<file path="config.mk">
export PLATFORM = sky130hd
export DESIGN_NAME = imem_encoder_loader
export DESIGN_NICKNAME = d
export VERILOG_FILES = /design/src/rtl/imem_encoder_loader.sv
export SDC_FILE = /design/constraint.sdc
export NUM_CORES = 1
export LEC_CHECK = 0
export BUFFER_PORTS_ARGS = -buffer_cell sky130_fd_sc_hd__buf_2
export CORE_MARGIN = 4
export CORE_UTILIZATION = 51
export CTS_BUF_LIST = sky130_fd_sc_hd__clkbuf_8
export DETAILED_ROUTE_END_ITERATION = 10
export GPL_TIMING_DRIVEN = 0
export MAX_ROUTING_LAYER = met4
export PLACE_DENSITY = 0.82
export SYNTH_ARGS = -nofsm -noshare
export SYNTH_HDL_FRONTEND = slang
export SYNTH_SLANG_ARGS = --single-unit
export TNS_END_PERCENT = 1
</file>
<file path="constraint.sdc">
create_clock -name clock -period 2.6 [get_ports clock]
set_input_delay 0.39 -clock clock [delete_from_list [all_inputs] [get_ports clock]]
set_output_delay 0.39 -clock clock [all_outputs]
set_load 0.02 [all_outputs]
</file>
<file path="src/rtl/imem_encoder_loader.sv">
// Sequential instruction encoder: packs decoded field tuples into 32-bit words
// and writes them to consecutive imem addresses during a load session.
module imem_encoder_loader #(
    parameter int ADDR_WIDTH = 12,
    parameter int BASE_ADDR  = 0
) (
    input  logic                  clock,
    input  logic                  reset_n,
    input  logic                  start,
    input  logic                  in_valid,
    output logic                  in_ready,
    input  logic [4:0]            in_opcode,
    input  logic [4:0]            in_func,
    input  logic [4:0]            in_rd,
    input  logic [4:0]            in_rs,
    input  logic [4:0]            in_rt,
    input  logic [4:0]            in_shamt,
    input  logic [16:0]           in_imm,
    input  logic                  in_last,
    output logic                  imem_we,
    output logic [ADDR_WIDTH-1:0] imem_addr,
    output logic [31:0]           imem_data,
    output logic                  busy,
    output logic                  done,
    output logic                  err,
    output logic                  full,
    output logic [ADDR_WIDTH:0]   count
);

    localparam logic [4:0] OP_RTYPE = 5'b00000;
    localparam logic [4:0] OP_ADDI  = 5'b00101;
    localparam logic [4:0] OP_SW    = 5'b00111;
    localparam logic [4:0] OP_LW    = 5'b01000;
    localparam logic [4:0] FUNC_SRA = 5'b00101;  // highest legal ALU func code

    localparam logic [ADDR_WIDTH-1:0] BASE = ADDR_WIDTH'(BASE_ADDR);

    typedef enum logic [1:0] {
        S_IDLE,
        S_ACCEPT,
        S_WRITE,
        S_DONE
    } state_t;

    state_t                state_q;
    state_t                state_d;
    logic                  enc_legal;
    logic [31:0]           enc_word;
    logic [31:0]           word_q;
    logic                  last_q;
    logic [ADDR_WIDTH-1:0] addr_q;
    logic                  addr_at_top;
    logic                  start_ok;
    logic                  handshake;

    // Field packing and legality check for the tuple currently presented.
    always_comb begin
        // NOTE: every output of a combinational block gets a default first so no latch is inferred.
        enc_legal = 1'b0;
        enc_word  = '0;
        case (in_opcode)
            OP_RTYPE: begin
                enc_legal = (in_func <= FUNC_SRA);
                enc_word  = {in_opcode, in_rd, in_rs, in_rt, in_shamt, in_func, 2'b00};
            end
            OP_ADDI, OP_SW, OP_LW: begin
                enc_legal = 1'b1;
                enc_word  = {in_opcode, in_rd, in_rs, in_imm};
            end
            default: begin
                enc_legal = 1'b0;
                enc_word  = '0;
            end
        endcase
    end

    assign addr_at_top = (addr_q == '1);
    assign start_ok    = start && (state_q == S_IDLE || state_q == S_DONE);
    assign handshake   = in_valid && (state_q == S_ACCEPT);

    // NOTE: sequential state uses non-blocking assignments so every register samples pre-edge values.
    always_ff @(posedge clock or negedge reset_n) begin
        if (!reset_n) begin
            state_q <= S_IDLE;
        end else begin
            state_q <= state_d;
        end
    end

    always_comb begin
        state_d = state_q;
        case (state_q)
            S_IDLE, S_DONE: begin
                if (start) state_d = S_ACCEPT;
            end
            S_ACCEPT: begin
                if (in_valid) begin
                    if (enc_legal)    state_d = S_WRITE;
                    else if (in_last) state_d = S_DONE;
                end
            end
            S_WRITE: begin
                // A last word that lands on the top address finishes without flagging full.
                if (last_q || addr_at_top) state_d = S_DONE;
                else                       state_d = S_ACCEPT;
            end
            default: state_d = S_IDLE;
        endcase
    end

    always_comb begin
        in_ready = 1'b0;
        busy     = 1'b0;
        imem_we  = 1'b0;
        done     = 1'b0;
        case (state_q)
            S_ACCEPT: begin
                in_ready = 1'b1;
                busy     = 1'b1;
            end
            S_WRITE: begin
                busy    = 1'b1;
                imem_we = 1'b1;
            end
            S_DONE:  done = 1'b1;
            default: ;
        endcase
    end

    // Session datapath: word/last capture, address and count, sticky flags.
    always_ff @(posedge clock or negedge reset_n) begin
        if (!reset_n) begin
            word_q <= '0;
            last_q <= 1'b0;
            addr_q <= '0;
            count  <= '0;
            err    <= 1'b0;
            full   <= 1'b0;
        end else begin
            if (start_ok) begin
                addr_q <= BASE;
                count  <= '0;
                err    <= 1'b0;
                full   <= 1'b0;
            end
            if (handshake) begin
                if (enc_legal) begin
                    word_q <= enc_word;
                    last_q <= in_last;
                end else begin
                    err <= 1'b1;
                end
            end
            if (state_q == S_WRITE) begin
                count <= count + (ADDR_WIDTH + 1)'(1);
                if (!addr_at_top) begin
                    addr_q <= addr_q + ADDR_WIDTH'(1);
                end else if (!last_q) begin
                    full <= 1'b1;
                end
            end
        end
    end

    assign imem_addr = addr_q;
    assign imem_data = word_q;

endmodule

</file>
==> run_results.csv, run 1 <==
group,metric,value,unit
routing,post-route-drc-count,0,
global_route,grt_max_degree,63,
clock_network,clock_tree.htree_level_count,3,
worst_setup_path,delay_contributed_by_the_slowest_stage_of_the_critical_path,0.63,ns
power_and_ir_drop,p_leak,2.05,nW
sta,maxSlewHeadroom,0.364,
floorplanning,fp-row-count,28,
floorplanning,die_width,86.5,µm
routing,drt_iter0_drc,112,
cells_and_area,syn_to_final_growth,28.1,%
routing,route.detailed.wl_per_inst,15.6,µm
routing,route.antenna.remaining_nets,0,
worst_setup_path,timing.critical_path.max_delay_family,"compound AO/OA/AOI/OAI gates",
cells_and_area,num_antenna_cells,0,
placed_design,placed_area,3810,µm²
clock_network,post_cts_resized,0,
sta,setup_viol_count_final,0,
routing,detailedRoute.firstPassIterationCount,4,
floorplanning,start_util,0.528,
floorplanning,chipHeight,86.5,µm
routing,totalWireLength,7740,µm
worst_setup_path,critPathSlowestCell,"a41oi_1",
clock_network,tritoncts,"done",
sta,fin_crit_sh,0.863,
synth,syn-mean-instance-area,10.8,µm²
global_route,grt_pass1_vias,2684,
sta,rsz0062_at_grt,"no",
synth,synthCells,291,
sta,finalHoldViolations,0,
outcome,outcome,"completed",
synth,synth_ff_type,"dfrtp_1",
synth,number_of_enable_type_register_cells_in_the_synthesized_netlist,0,
clock_network,clock_sinks,62,
floorplanning,placeableCoreArea,5960,µm²
worst_setup_path,critical_path_capture_point_type,"register",
cells_and_area,stdcell_area,4030,µm²
worst_setup_path,cp_data_required_time,2.82,ns
clock_network,clkLatencyLatePin,0.33,ns
worst_setup_path,timing.setup.critical_path_class,"register to register",
sta,maximum_clock_frequency,445,MHz
clock_network,postCtsSetupRepairBufs,0,
placed_design,gp_congestion,0.904,
synth,synth.net_count,348,
power_and_ir_drop,power_frac_seq,0.392,
synth,netlist-cell-type-count,44,
sta,fin_hold_ws,0.135,ns
worst_hold_path,worst_hold_path_type,"input pin to asynchronous set/reset pin",
synth,synthesis.area,3140,µm²
sta,timing.final.crit_period,2.24,ns
global_route,grt_antenna_before_repair,0,
power_and_ir_drop,power_switching,1.21,mW
cells_and_area,fin_util,0.676,
cells_and_area,layout.filler_cells,498,
worst_setup_path,worst-path-max-fanout,8,
clock_network,post_cts_hold_buffer_count,0,
cells_and_area,post_route_cells_drive_above_1_share,0.371,
clock_network,ctsLongestPathBuffers,2,
sta,fin_tns_setup,0,ns
synth,synth-seq-area-share,0.493,
clock_network,numCtsBuffers,9,
synth,yosys-top-cells-area,"dfrtp_1, a22o_1, mux2_4",
synth,synth_top_cell_by_area,"dfrtp_1",
floorplanning,die_area,7490,µm²
worst_setup_path,timing.critical_path.cells,"ha_1, and3_1, a41oi_1, a21oi_1, a211o_1",
routing,routed_via_density,5.56,
worst_setup_path,cp-start-kind,"register",
worst_setup_path,cp.buffers_inverters,0,
global_route,wire_length_of_the_first_global_routing_pass,12800,µm
global_route,grt_overflow,0,
power_and_ir_drop,power_density,831,nW/µm²
sta,worstMarginPinSlew,0.943,ns
power_and_ir_drop,clock_network_fraction_of_design_power,0.275,
synth,share_of_the_synthesized_area_in_the_top_cell_type,0.493,
routing,count_of_vias_placed_by_the_detailed_router,2756,
power_and_ir_drop,power_frac_comb,0.333,
synth,post-synth-top-count-cell,"dfrtp_1",
placed_design,post-dp-hpwl,5720,µm
power_and_ir_drop,power_switching_share,0.363,
synth,postSynth.asyncResetShare,1.00,
clock_network,cts_root_buffer,"clkbuf_8",
synth,yosys-top-cells-count,"dfrtp_1, nand2_1, nand3_1",
sta,skew,0.00769,ns
power_and_ir_drop,peakVddDrop,0.576,mV
synth,ys_warn_count,0,
placed_design,place.port_buffers,114,
cells_and_area,num-nets-final,473,
sta,maxSlewViolCount,0,
global_route,track_usage,0.225,
worst_setup_path,crit_arrival,2.46,ns
synth,synth.ff_latch_count,62,
flow_run,max-cap-violations,0,
floorplanning,num_io_pins,115,
power_and_ir_drop,p_int,2.13,mW
clock_network,clk_transition_reported_paths,0.07,ns
## registers in the layout, summed over array words and instances, names as in the netlist
signal / count
state_q: 2
imem_data: 32
count: 13
last_q: 1
err: 1
imem_addr: 12
full: 1
## worst reg2reg max path: cells and delay by family (launching register included)
family	cells	cell delay (ns)
flops	1	0.44
compound gates	3	1.18
simple gates	1	0.25
fa+ha+maj	1	0.27
## power groups by stage
stage,Sequential [mW],Clock (mW),Combinational [mW]
floorplan,1.53,0,0.485
global placement,1.32,0,1.09
detailed placement,1.32,0,1.13
CTS,1.31,0.935,1.13
global route,1.34,0.991,1.21
finish,1.31,0.919,1.12
## routing by layer
layer	vias up	GRT usage	wire length (µm)
met4	0	0.0708	51
met5	-	-	0
met2	120	0.344	3730
li1	1317	-	-
met3	8	0.0656	650
met1	1311	0.289	3300
## layout by cell type (no fill, tap or decap), types with 2 or more instances in the layout
cell type  instances
mux2i_1           15
nand4_1            7
a211o_1            2
buf_2            115
a41oi_1            3
a22o_1            22
bufinv_16          2
nand2_1           32
clkbuf_1           5
nor3_1             6
a21oi_1            5
and4_1             2
xor2_1             5
mux2_4            10
nor2_1             5
o31ai_1            2
inv_1             22
and3_1             5
mux2_2             7
dfrtp_1           62
ha_1               5
a21o_1             2
clkinv_2           2
xnor2_1            5
nand3_1           25
clkbuf_8          10
o21ai_0           17
## final timing paths
kind / start / end / slack [ns] / depth (start not counted)
worst max-delay path: imem_addr[0] / imem_addr[3] / 0.36 / 5
worst min-delay path: reset_n / imem_addr[9] / 0.13 / 1
worst max register to register: imem_addr[0] / imem_addr[3] / 0.36 / 5
worst min register to register: imem_data[31] / imem_data[31] / 0.50 / 1
max in group asynchronous: reset_n / imem_data[2] / 1.96 / 1
min in group clock: in_imm[0] / imem_data[0] / 0.28 / 2
## layout make-up
| class | instances | area (µm²) | area share |
|---|---|---|---|
| Sequential cell | 62 | 1550 | 0.385 |
| Multi-Input combinational cell | 200 | 1460 | 0.363 |
| Timing Repair Buffer | 114 | 573 | 0.142 |
| Clock buffer | 10 | 138 | 0.0342 |
| Tap cell | 75 | 93.8 | 0.0233 |
| Clock inverter | 6 | 77.6 | 0.0193 |
| Inverter | 20 | 75.1 | 0.0186 |
| Buffer | 9 | 55.1 | 0.0137 |
## metrics by stage
stage / total power [mW] / setup WS (ns) / instances
5_1_grt: 3.55 / 0.252 / 496
6_report: 3.35 / 0.355 / 496
4_1_cts: 3.38 / 0.361 / 496
3_5_place_dp: 2.45 / 0.165 / 480
2_1_floorplan: 2.02 / 0.426 / 291
3_3_place_gp: 2.41 / 0.209 / 480
## cell families (layout without fill, tap and decap cells)
| group | Yosys count | count (layout) | synth area share |
|---|---|---|---|
| compound gates | 63 | 63 | 0.152 |
| xor+xnor | 10 | 10 | 0.0279 |
| fa+ha+maj | 5 | 5 | 0.0199 |
| buf+inv | 29 | 159 | 0.0414 |
| flops | 62 | 62 | 0.493 |
| mux | 32 | 32 | 0.121 |
| simple gates | 90 | 90 | 0.145 |
No activity file was read; power rests on OpenSTA's default activity.
==> inputs of run 2 (changes only) <==
--- a/config.mk
+++ b/config.mk
@@ -7,12 +7,12 @@
 export LEC_CHECK = 0
 export BUFFER_PORTS_ARGS = -buffer_cell sky130_fd_sc_hd__buf_2
 export CORE_MARGIN = 4
-export CORE_UTILIZATION = 51
+export CORE_UTILIZATION = 45
 export CTS_BUF_LIST = sky130_fd_sc_hd__clkbuf_8
 export DETAILED_ROUTE_END_ITERATION = 10
 export GPL_TIMING_DRIVEN = 0
 export MAX_ROUTING_LAYER = met4
-export PLACE_DENSITY = 0.82
+export PLACE_DENSITY = 0.74
 export SYNTH_ARGS = -nofsm -noshare
 export SYNTH_HDL_FRONTEND = slang
 export SYNTH_SLANG_ARGS = --single-unit
==> run_results.csv, run 2 (synthesis results as in run 1) <==
group,metric,value,unit
clock_network,tritoncts,"done",
routing,totalWireLength,7750,µm
routing,route.detailed.wl_per_inst,15.0,µm
clock_network,clkLatencyLatePin,0.33,ns
sta,maxSlewViolCount,0,
worst_setup_path,critical_path_capture_point_type,"register",
power_and_ir_drop,power_density,834,nW/µm²
floorplanning,start_util,0.463,
sta,maximum_clock_frequency,448,MHz
routing,drt_iter0_drc,103,
routing,routed_via_density,5.29,
power_and_ir_drop,power_frac_seq,0.385,
power_and_ir_drop,p_leak,2.06,nW
worst_setup_path,worst_setup_path_startpoint,"imem_addr[0]",
placed_design,gp_congestion,0.826,
global_route,track_usage,0.200,
global_route,grt_antenna_before_repair,0,
worst_setup_path,cp.buffers_inverters,0,
sta,rsz0062_at_grt,"no",
clock_network,cts_root_buffer,"clkbuf_8",
worst_setup_path,critPathSlowestCell,"a41oi_1",
clock_network,postCtsSetupRepairBufs,0,
power_and_ir_drop,power_switching_share,0.363,
power_and_ir_drop,peakVddDrop,0.500,mV
floorplanning,chipHeight,91.6,µm
power_and_ir_drop,power_frac_comb,0.326,
routing,count_of_vias_placed_by_the_detailed_router,2740,
worst_setup_path,timing.setup.critical_path_class,"register to register",
sta,worstMarginPinSlew,0.869,ns
cells_and_area,largest_register_ff_count,32,
worst_setup_path,delay_contributed_by_the_slowest_stage_of_the_critical_path,0.62,ns
global_route,wire_length_of_the_first_global_routing_pass,13100,µm
cells_and_area,post_route_cells_drive_above_1_share,0.377,
worst_setup_path,crit_arrival,2.46,ns
clock_network,numCtsBuffers,9,
sta,fin_crit_sh,0.859,
sta,timing.final.crit_period,2.23,ns
cells_and_area,layout_commonest_cell,"buf_2",
worst_setup_path,cp_data_required_time,2.82,ns
power_and_ir_drop,finalPower,3.41,mW
clock_network,post_cts_hold_buffer_count,0,
floorplanning,num_io_pins,115,
worst_setup_path,timing.rr.start,"imem_addr[0]",
cells_and_area,most-common-layout-cells,"buf_2, dfrtp_1, nand2_1, nand3_1, a22o_1",
worst_setup_path,timing.critical_path.max_delay_family,"compound AO/OA/AOI/OAI gates",
sta,setup_viol_count_final,0,
global_route,grt_pass1_vias,2715,
floorplanning,placeableCoreArea,6790,µm²
placed_design,place.port_buffers,114,
worst_setup_path,cp-start-kind,"register",
outcome,outcome,"completed",
placed_design,post-dp-hpwl,5760,µm
sta,fin_tns_setup,0,ns
flow_run,max-cap-violations,0,
worst_setup_path,critical_path_cell_count,5,
worst_setup_path,timing.critical_path.cells,"ha_1, and3_1, a41oi_1, a21oi_1, a211o_1",
sta,skew,0.00561,ns
sta,maxSlewHeadroom,0.415,
clock_network,clock_sinks,62,
clock_network,post_cts_resized,0,
cells_and_area,num_antenna_cells,0,
power_and_ir_drop,clock_network_fraction_of_design_power,0.290,
clock_network,clock_tree.htree_level_count,3,
power_and_ir_drop,power_switching,1.24,mW
sta,finalHoldViolations,0,
floorplanning,fp-row-count,30,
clock_network,clk_transition_reported_paths,0.08,ns
global_route,grt_overflow,0,
clock_network,ctsLongestPathBuffers,2,
routing,detailedRoute.firstPassIterationCount,4,
worst_hold_path,worst_hold_path_type,"input pin to asynchronous set/reset pin",
power_and_ir_drop,p_int,2.17,mW
global_route,grt_max_degree,38,
floorplanning,die_width,91.6,µm
worst_setup_path,worstRegToRegCells,5,
cells_and_area,num-nets-final,474,
worst_setup_path,worst-path-max-fanout,8,
cells_and_area,fin_util,0.602,
floorplanning,die_area,8390,µm²
routing,route.antenna.remaining_nets,0,
routing,post-route-drc-count,0,
cells_and_area,syn_to_final_growth,30.0,%
==> run 2: changes by cell type in the layout (fill, tap and decap cells not counted) <==
| cell | delta |
|---|---|
| clkinv_4 | +1 |
| clkinv_2 | -1 |
| clkinvlp_4 | +1 |
| buf_12 | +1 |
| inv_1 | -2 |
| buf_2 | +1 |
| buf_4 | -1 |
| clkbuf_8 | +1 |
==> run 2: per-stage QoR <==
| step | setup WS, ns | area [µm²] | hold slack (ns) | std cells |
|---|---|---|---|---|
| after floorplan | 0.426 | 3140 | 0.0944 | 291 |
| after global placement | 0.192 | 3830 | 0.468 | 501 |
| after detailed placement | 0.167 | 3850 | 0.436 | 502 |
| after CTS | 0.383 | 4090 | 0.0649 | 518 |
| after global routing | 0.169 | 4090 | 0.102 | 518 |
| final | 0.368 | 4090 | 0.0545 | 518 |
==> run 2: routing by layer <==
| metal | up-vias | share of wire | track usage |
|---|---|---|---|
| met3 | 6 | 0.082 | 0.0505 |
| met5 | - | 0 | - |
| met2 | 112 | 0.47 | 0.308 |
| li1 | 1323 | - | - |
| met4 | 0 | 0.0061 | 0.0741 |
| met1 | 1299 | 0.45 | 0.254 |
==> run 2: worst paths after layout <==
kind,slack [ns],to
min in group clock,0.27,imem_data[1]
worst min-delay path,0.05,imem_addr[7]
worst max-delay path,0.37,imem_addr[3]
worst max register to register,0.37,imem_addr[3]
worst min register to register,0.49,full
max in group asynchronous,1.93,imem_data[16]
==> run 2: area by class of cell <==
| class | count | area [µm²] |
|---|---|---|
| well taps | 96 | 120 |
| clock inverters | 5 | 81.3 |
| multi-input cells | 200 | 1460 |
| clock buffers | 11 | 151 |
| flip-flops and latches | 62 | 1550 |
| fillers | 617 | 2710 |
| repair buffers | 115 | 591 |
| inverters | 20 | 75.1 |
| plain buffers | 9 | 55.1 |
==> run 2: power by group through the flow <==
| stage | combinational, mW | clock [mW] | sequential (mW) |
|---|---|---|---|
| floorplan | 0.485 | 0 | 1.53 |
| global placement | 1.09 | 0 | 1.32 |
| detailed placement | 1.12 | 0 | 1.32 |
| CTS | 1.12 | 1.01 | 1.31 |
| global route | 1.22 | 1.05 | 1.35 |
| finish | 1.11 | 0.987 | 1.31 |
==> inputs of run 3 (changes only) <==
--- a/config.mk
+++ b/config.mk
@@ -11,7 +11,6 @@
 export CTS_BUF_LIST = sky130_fd_sc_hd__clkbuf_8
 export DETAILED_ROUTE_END_ITERATION = 10
 export GPL_TIMING_DRIVEN = 0
-export MAX_ROUTING_LAYER = met4
 export PLACE_DENSITY = 0.74
 export SYNTH_ARGS = -nofsm -noshare
 export SYNTH_HDL_FRONTEND = slang
==> run_results.csv, run 3 (synthesis results as in run 1) <==
group,metric,value,unit
cells_and_area,layout.filler_cells,617,
clock_network,clock_sinks,62,
routing,route.antenna.remaining_nets,0,
floorplanning,placeableCoreArea,6790,µm²
floorplanning,die_area,8390,µm²
routing,routed_via_density,5.30,
routing,totalWireLength,7750,µm
worst_setup_path,crit_arrival,2.47,ns
sta,rsz0062_at_grt,"no",
global_route,track_usage,0.194,
power_and_ir_drop,power_density,834,nW/µm²
worst_setup_path,setup.reg_to_reg.worst_slack,0.36,ns
worst_setup_path,worst_r2r_endpoint,"imem_addr[3]",
sta,setup_viol_count_final,0,
clock_network,post_cts_resized,0,
cells_and_area,most-common-layout-cells,"buf_2, dfrtp_1, nand2_1, nand3_1, a22o_1",
routing,route.detailed.wl_per_inst,15.0,µm
clock_network,tritoncts,"done",
global_route,grt_overflow,0,
global_route,grt_max_degree,38,
sta,fin_tns_setup,0,ns
cells_and_area,post_route_cells_drive_above_1_share,0.377,
power_and_ir_drop,p_leak,2.06,nW
placed_design,post-dp-hpwl,5760,µm
power_and_ir_drop,peakVddDrop,0.503,mV
sta,worstMarginPinSlew,0.860,ns
clock_network,postCtsSetupRepairBufs,0,
clock_network,clock_tree.htree_level_count,3,
worst_setup_path,timing.critical_path.max_delay_family,"compound AO/OA/AOI/OAI gates",
global_route,wire_length_of_the_first_global_routing_pass,13100,µm
routing,count_of_vias_placed_by_the_detailed_router,2743,
sta,maxSlewViolCount,0,
worst_setup_path,critical_path_capture_point_type,"register",
worst_setup_path,timing.critical_path.cells,"ha_1, and3_1, a41oi_1, a21oi_1, a211o_1",
clock_network,clkLatencyLatePin,0.34,ns
routing,post-route-drc-count,0,
floorplanning,num_io_pins,115,
sta,finalHoldViolations,0,
sta,skew,0.00635,ns
floorplanning,chipHeight,91.6,µm
clock_network,cts_root_buffer,"clkbuf_8",
global_route,grt_antenna_before_repair,0,
worst_setup_path,timing.setup.critical_path_class,"register to register",
worst_hold_path,worst_hold_path_type,"input pin to asynchronous set/reset pin",
worst_setup_path,worst_setup_path_startpoint,"imem_addr[0]",
placed_design,gp_congestion,0.814,
cells_and_area,largest_register_ff_count,32,
sta,timing.final.crit_period,2.24,ns
floorplanning,die_width,91.6,µm
worst_setup_path,timing.rr.start,"imem_addr[0]",
outcome,outcome,"completed",
worst_setup_path,delay_contributed_by_the_slowest_stage_of_the_critical_path,0.62,ns
clock_network,ctsLongestPathBuffers,2,
placed_design,placed_area,3850,µm²
cells_and_area,layout_commonest_cell,"buf_2",
clock_network,clk_transition_reported_paths,0.07,ns
cells_and_area,syn_to_final_growth,30.0,%
worst_setup_path,cp_data_required_time,2.83,ns
worst_setup_path,endpoint,"imem_addr[3]",
worst_setup_path,critPathSlowestCell,"a41oi_1",
worst_setup_path,cp.buffers_inverters,0,
sta,maxSlewHeadroom,0.420,
routing,drt_iter0_drc,116,
sta,maximum_clock_frequency,446,MHz
routing,detailedRoute.firstPassIterationCount,4,
floorplanning,start_util,0.463,
cells_and_area,num_antenna_cells,0,
cells_and_area,num-nets-final,474,
floorplanning,fp-row-count,30,
clock_network,post_cts_hold_buffer_count,0,
flow_run,max-cap-violations,0,
worst_setup_path,critical_path_cell_count,5,
worst_setup_path,cp-start-kind,"register",
worst_setup_path,worst-path-max-fanout,8,
global_route,grt_pass1_vias,2727,
sta,fin_crit_sh,0.861,
worst_setup_path,worstRegToRegCells,5,
placed_design,place.port_buffers,114,
cells_and_area,stdcell_area,4090,µm²
clock_network,numCtsBuffers,9,
-- run 3: power breakdown --
part           switching [mW]  internal [mW]
registers               0.147           1.17
clock network           0.396          0.592
logic                   0.697          0.414
total                    1.24           2.17
-- run 3: how the worst min path moves through the flow --
stage | to | from | slack, ns | depth (start not counted)
after global routing | count[11] | reset_n | 0.1 | 1
after CTS | imem_addr[7] | reset_n | 0.06 | 1
final | imem_addr[7] | reset_n | 0.05 | 1
after global placement | imem_data[31] | imem_data[31] | 0.47 | 1
after detailed placement | imem_addr[7] | reset_n | 0.44 | 1
after floorplan | count[0] | reset_n | 0.09 | 0
-- run 3: worst reg2reg max path, cell delays in order (launching register included) --
cell,delay (ns)
dfrtp_1,0.44
ha_1,0.27
and3_1,0.25
a41oi_1,0.62
a21oi_1,0.21
a211o_1,0.34
-- run 3: final cells by class --
class                      count  area, µm²  share of cell area
buffer                         9       55.1              0.0135
sequential                    62       1550               0.380
multi-input combinational    200       1460               0.358
timing repair buffer         115        591               0.144
clock inverter                 5       81.3              0.0199
tap                           96        120              0.0294
inverter                      20       75.1              0.0184
clock buffer                  11        151              0.0370
-- run 3: stage by stage --
stage	util	hold WS [ns]	cells	worst slack, ns	power [mW]
2_1_floorplan	-	0.0944	291	0.426	2.02
3_3_place_gp	0.564	0.468	501	0.192	2.41
3_5_place_dp	0.567	0.436	502	0.167	2.45
4_1_cts	0.602	0.0649	518	0.383	3.44
5_1_grt	0.602	0.0977	518	0.182	3.62
6_report	0.602	0.0523	518	0.360	3.41
-- run 3: routing by layer --
| metal | GRT usage | up-vias | share of wire |
|---|---|---|---|
| li1 | - | 1328 | - |
| met1 | 0.250 | 1309 | 0.45 |
| met2 | 0.308 | 100 | 0.46 |
| met3 | 0.0679 | 6 | 0.080 |
| met4 | 0.0553 | 0 | 0.0077 |
| met5 | 0 | - | 0 |
